[src/rtl/clock_pkg.sv]
// rtl/clock_pkg.sv - shared widths, digit limits and BCD clamp helper for the clock time path
package clock_pkg;

  localparam int DIGIT_W = 4;

  localparam logic [DIGIT_W-1:0] SEC_ONES_MAX = 4'd9;
  localparam logic [DIGIT_W-1:0] SEC_TENS_MAX = 4'd5;

  // Limit a loaded digit to the largest legal value of its position.
  function automatic logic [DIGIT_W-1:0] bcd_clamp(
    input logic [DIGIT_W-1:0] val,
    input logic [DIGIT_W-1:0] max_val
  );
    return (val > max_val) ? max_val : val;
  endfunction

endpackage

[src/rtl/sec_prescaler.sv]
// rtl/sec_prescaler.sv - divides clk down to a one-cycle-per-second tick
module sec_prescaler
  import clock_pkg::*;
#(
  parameter int TICKS_PER_SEC = 50_000_000
) (
  input  logic clk,
  input  logic reset,
  input  logic en,
  input  logic clr,
  output logic tick
);

  localparam int CNT_W = (TICKS_PER_SEC > 1) ? $clog2(TICKS_PER_SEC) : 1;
  localparam logic [CNT_W-1:0] LAST = CNT_W'(TICKS_PER_SEC - 1);

  logic [CNT_W-1:0] pre_cnt;
  logic             at_last;

  assign at_last = (pre_cnt == LAST);

  // Phase counter: clear wins, holds while paused so resume keeps the phase.
  always_ff @(posedge clk or negedge reset) begin
    if (!reset) begin
      pre_cnt <= '0;
    end else if (clr) begin
      pre_cnt <= '0;
    end else if (en) begin
      pre_cnt <= at_last ? '0 : pre_cnt + 1'b1;
    end
  end

  // Gated by reset so a one-tick-per-cycle divider stays quiet while held in reset.
  always_comb begin
    tick = reset && en && !clr && at_last;
  end

endmodule

[src/rtl/sec_ones_ctrl.sv]
// rtl/sec_ones_ctrl.sv - seconds-ones digit with 1 Hz prescaler and tens/minute carry strobes
module sec_ones_ctrl
  import clock_pkg::*;
#(
  parameter int TICKS_PER_SEC = 50_000_000
) (
  input  logic               clk,
  input  logic               reset,
  input  logic               run,
  input  logic               set,
  input  logic [DIGIT_W-1:0] new_val,
  input  logic               tens_hit5,
  output logic               tick,
  output logic [DIGIT_W-1:0] Q,
  output logic               hit9,
  output logic               tens_inc,
  output logic               min_inc
);

  if (TICKS_PER_SEC < 1) begin : g_bad_ticks
    $error("sec_ones_ctrl: TICKS_PER_SEC must be >= 1");
  end

  sec_prescaler #(
    .TICKS_PER_SEC(TICKS_PER_SEC)
  ) u_prescaler (
    .clk  (clk),
    .reset(reset),
    .en   (run),
    .clr  (set),
    .tick (tick)
  );

  // Digit register: load beats tick; a tick on 9 wraps to 0.
  always_ff @(posedge clk or negedge reset) begin
    if (!reset) begin
      Q <= '0;
    end else if (set) begin
      Q <= bcd_clamp(new_val, SEC_ONES_MAX);
    end else if (tick) begin
      Q <= (Q == SEC_ONES_MAX) ? '0 : Q + 4'd1;
    end
  end

  // Carry strobes share the tick edge so tens and minutes update with the wrap.
  always_comb begin
    hit9     = (Q == SEC_ONES_MAX);
    tens_inc = tick && hit9;
    min_inc  = tens_inc && tens_hit5;
  end

endmodule

[config.mk]
export PLATFORM = sky130hd
export DESIGN_NAME = sec_ones_ctrl
export DESIGN_NICKNAME = d
export VERILOG_FILES = /design/src/rtl/clock_pkg.sv /design/src/rtl/sec_prescaler.sv /design/src/rtl/sec_ones_ctrl.sv
export SDC_FILE = /design/constraint.sdc
export NUM_CORES = 1
export LEC_CHECK = 0
export CORE_AREA = 2 2 73 75
export CTS_CLUSTER_SIZE = 40
export DETAILED_ROUTE_END_ITERATION = 8
export DIE_AREA = 0 0 75 77
export PLACE_DENSITY = 0.68
export SYNTH_ARGS = -nofsm -noshare
export SYNTH_HDL_FRONTEND = slang
export SYNTH_SLANG_ARGS = --single-unit
[constraint.sdc]
create_clock -name clk -period 4 [get_ports clk]
set_clock_uncertainty 0.15 [all_clocks]
set_input_delay 0.8 -clock clk [delete_from_list [all_inputs] [get_ports clk]]
set_output_delay 0.8 -clock clk [all_outputs]
set_load 0.02 [all_outputs]
---- Word-level counts from Yosys, hierarchy flattened ----
Index checks and enable logic that the tools add are counted.
storage, ports and cells
  register bits ........................... 30
  bits in latches ......................... 0
  memory bits (writable) .................. 0
  bits in read-only memories .............. 0
  bits of input ports ..................... 9
  output and inout port bits .............. 8
  word-level logic and storage cells ...... 22
  memories kept ........................... 0
operators by class
  add/subtract/negate cells ............... 2
  multiply operators ...................... 0
  divide/modulo/power cells ............... 0
  order comparisons ....................... 1
  equality and inequality tests ........... 2
  shift operators ......................... 0
  muxes and demuxes ....................... 7
  bitwise logic cells ..................... 0
  reductions and logical operators ........ 8
operators with widths
  kind                     count
  $mux W26                 3
  $add A26 B1 Y26 const B  1
  $eq A26 B26 Y1 const B   1
  $mux W4                  4
  $logic_and A1 B1 Y1      5
  $add A4 B1 Y4 const B    1
  $eq A4 B4 Y1 const B     1
  $gt A4 B4 Y1 const B     1
  $reduce_bool A2 Y1       2
  $logic_not A1 Y1         1

---- Logic depth before layout (Yosys ltp) ----
  depth in word-level cells ............... 5
  gate-level depth with buffers ........... 6
  depth with buffers taken out ............ 6

---- Cells and area by module ----
A second synthesis with hierarchy kept.
unflattened totals
  cell total of the unflattened synthesis .. 186
  area total of the unflattened synthesis .. 1717.9 µm²
modules (own cells, without submodules)
  module         times used  cells an instance  area each (µm²)  seq. area each (µm²)
  sec_prescaler  1           158                1456.4           650.6
  sec_ones_ctrl  1           28                 261.5            100.1

---- Worst setup path after synthesis ----
No wires, ideal clock.
  kind .................................... input-to-output
  from .................................... in run
  to ...................................... out min_inc
  data arrival time ....................... 2177 ps
  required time ........................... 3050 ps
  path slack .............................. 873 ps
  stages on the path ...................... 6
  buffers on the path ..................... 1
  path through ............................ buf_2 and4_1 nand2_1 nor3_4 and4b_1 and2_1
on the way
  word-level cells in the longest chain between the ends .. 5
RTL lines
  element                            RTL line             source
  start: declaration                 sec_ones_ctrl.sv:9   input logic run,
  $logic_and A1 B1 Y1 (3 in series)  sec_prescaler.sv:35  tick = reset && en && !clr && at_last;
  $logic_and A1 B1 Y1                sec_ones_ctrl.sv:48  tens_inc = tick && hit9;
  net tens_inc                       sec_ones_ctrl.sv:16  output logic tens_inc,
  $logic_and A1 B1 Y1                sec_ones_ctrl.sv:49  min_inc = tens_inc && tens_hit5;
  end: declaration                   sec_ones_ctrl.sv:17  output logic min_inc
The timed path passes the listed nets, and every way through them passes these cells.

---- Final worst setup path ----
  from .................................... in run
  to ...................................... out min_inc
on the way
  word-level cells in the longest chain between the ends .. 5
RTL lines
  element                            RTL line
  $logic_and A1 B1 Y1 (3 in series)  sec_prescaler.sv:35
  $logic_and A1 B1 Y1                sec_ones_ctrl.sv:48
  $logic_and A1 B1 Y1                sec_ones_ctrl.sv:49
No other way between the ends.

==> metrics <==
outcome complete, no violations; leading area contributor after synthesis dfrtp_1; initial antenna violation count 0; Site Rows 26; critical path launch point type input port; max cap viols 0; latest clock arrival within the worst-skew pair 0.28 ns; H-tree levels 2; sequential area share after synthesis 0.393; Worst slew margin 0.545; Tot Pwr 673 uW; power density cells 299 nW/um2; die width 75 um; Syn Nets 224; clock buffer depth 2; post-synth cell types 53; placed cell areas 2140 um2; Ys Warns 0; WL per Instance 14.3 um; leak pwr 0.940 nW; Crit Path Category input port to primary output; number of CTS-inserted buffers 5; Sink Count 30; commonest non-fill, non-tap cell in the layout dfrtp_1; Antenna Cells 0; Synth async-reset ratio 1.00; RSZ-0062 raised after global routing false; Critical Path Fanout Max 4; pre-CTS WS 0.250 ns; Routed Antenna Nets 0; Core Box Area 4980 um2; Nets 240; Avg Inst Size Synth 8.92 um2; Final Max Slew Viols 0; fin crit period 3.75 ns; HPWL after DPL 3.06 mm; DRT Pass-1 Iters 4; crit path DAT 2.80 ns; GPL Wtd Cong 0.838; fin worst setup slack 0.253 ns; endpoint class of the critical path primary output; fin crit share 0.937; post-CTS setup buffers 0; largest net degree at the start of global routing 31; setup tns final 0 ns; maximum vdd ir drop 0.173 mV; final instance area 2250 um2; most frequent cells in the layout dfrtp_1, nor2_1, clkdlybuf4s50_1; first-pass GRT wire length 7.23 mm; root buffer cell clkbuf_8; Critical Path RT 3.05 ns; Cell Area, Synth 1910 um2; IO Pins 17; number of port buffers 16; DR iter-0 viols 99; dpl cells 293; Worst Hold Class register to register; CTS resizes 0; DRC viols 0; vias post-DR 1672; # setup viols final 0; Main synth FF type dfrtp_1; final wirelength 4.30 mm; worst-margin pin slew 0.677 ns; vias in the first global route 1506; DR vias/cell 5.55; fillers 500; CTS hold repair buffers 0; Die Height 77 um; CTS tree built; Final Non-Filler Cells 301; Syn Inst Count 214; Reg clk slew, reported paths 0.06 ns; GR Overflow Total 0; Synth area leaders dfrtp_1, xor2_1, nor2_1; GR Util All Layers 0.161; FF+latch count, synth 30; layout overhead on the synthesized area 18.0%; area share of the largest cell type after synthesis 0.393; FMAX 0.267 GHz; number of flops mapped to enable cells by yosys 0; Initial Util 0.384; final hold violations 0; area of the die 5780 um2; share of layout cells above drive strength 1 0.0823
## per-stage QoR
| stage | util | hold WS (ns) |
|---|---|---|
| 2_1_floorplan | - | 0.326 |
| 3_3_place_gp | 0.431 | 0.356 |
| 3_5_place_dp | 0.431 | 0.365 |
| 4_1_cts | 0.452 | 0.379 |
| 5_1_grt | 0.452 | 0.408 |
| 6_report | 0.452 | 0.384 |
## cells by family after synthesis
kind of cell | count (synthesis) | share of synthesized area
AOI/OAI and AO/OA | 38 | 0.135
xor gates and xnor gates | 15 | 0.0688
adders and majority gates | 1 | 0.00655
buffers and inverters | 19 | 0.0406
DFF | 30 | 0.393
muxes | 2 | 0.0105
and+or+nand+nor | 109 | 0.345
## registers in the layout (all words and copies together), names as in the netlist
| register | flops |
|---|---|
| Q | 4 |
| u_prescaler.pre_cnt | 26 |
## synth_stat cells (6+ instances only)
| master | number |
|---|---|
| and4_1 | 6 |
| nand4_1 | 12 |
| o21ai_0 | 10 |
| xor2_1 | 11 |
| nand3_1 | 13 |
| inv_1 | 7 |
| nor2_1 | 24 |
| clkbuf_1 | 6 |
| dfrtp_1 | 30 |
| nand2_1 | 14 |
## where the power goes
group / switching (mW) / internal (mW)
sequential: 0.00806 / 0.309
combinational: 0.0329 / 0.0275
clock: 0.113 / 0.183
total: 0.154 / 0.519
## worst max-delay path: stages
cell and delay, ns:
clkdlybuf4s50_1 0.48, and4_1 0.30, nand2_1 0.15, nor3_4 0.14
and4b_1 0.22, and2_1 0.12, clkdlybuf4s50_1 0.59
## cell type report
type | instances | area (um2) | area share
tap | 70 | 87.6 | 0.0389
clock buffer | 5 | 68.8 | 0.0306
multi-input combinational | 165 | 1080 | 0.480
clock inverter | 3 | 40.0 | 0.0178
sequential | 30 | 751 | 0.333
inverter | 7 | 26.3 | 0.0117
timing repair buffer | 21 | 198 | 0.0878
## layer usage
| layer | global-route usage | part of all wire | vias to the layer above |
|---|---|---|---|
| li1 | - | - | 821 |
| met1 | 0.238 | 0.48 | 806 |
| met2 | 0.231 | 0.45 | 40 |
| met3 | 0.0394 | 0.051 | 5 |
| met4 | 0.0482 | 0.012 | 0 |
| met5 | 0 | 0 | - |
## final timing paths
path	from	end	slack, ns	depth (start not counted)
worst max-delay path	run	min_inc	0.25	7
worst min-delay path	u_prescaler.pre_cnt[22]	u_prescaler.pre_cnt[22]	0.38	1
worst max register to register	u_prescaler.pre_cnt[0]	u_prescaler.pre_cnt[20]	1.74	6
worst min register to register	u_prescaler.pre_cnt[22]	u_prescaler.pre_cnt[22]	0.38	1
max in group asynchronous	reset	u_prescaler.pre_cnt[8]	2.55	2
min in group asynchronous	reset	u_prescaler.pre_cnt[21]	0.88	2
Note: power is estimated with default switching activity, not from simulation.
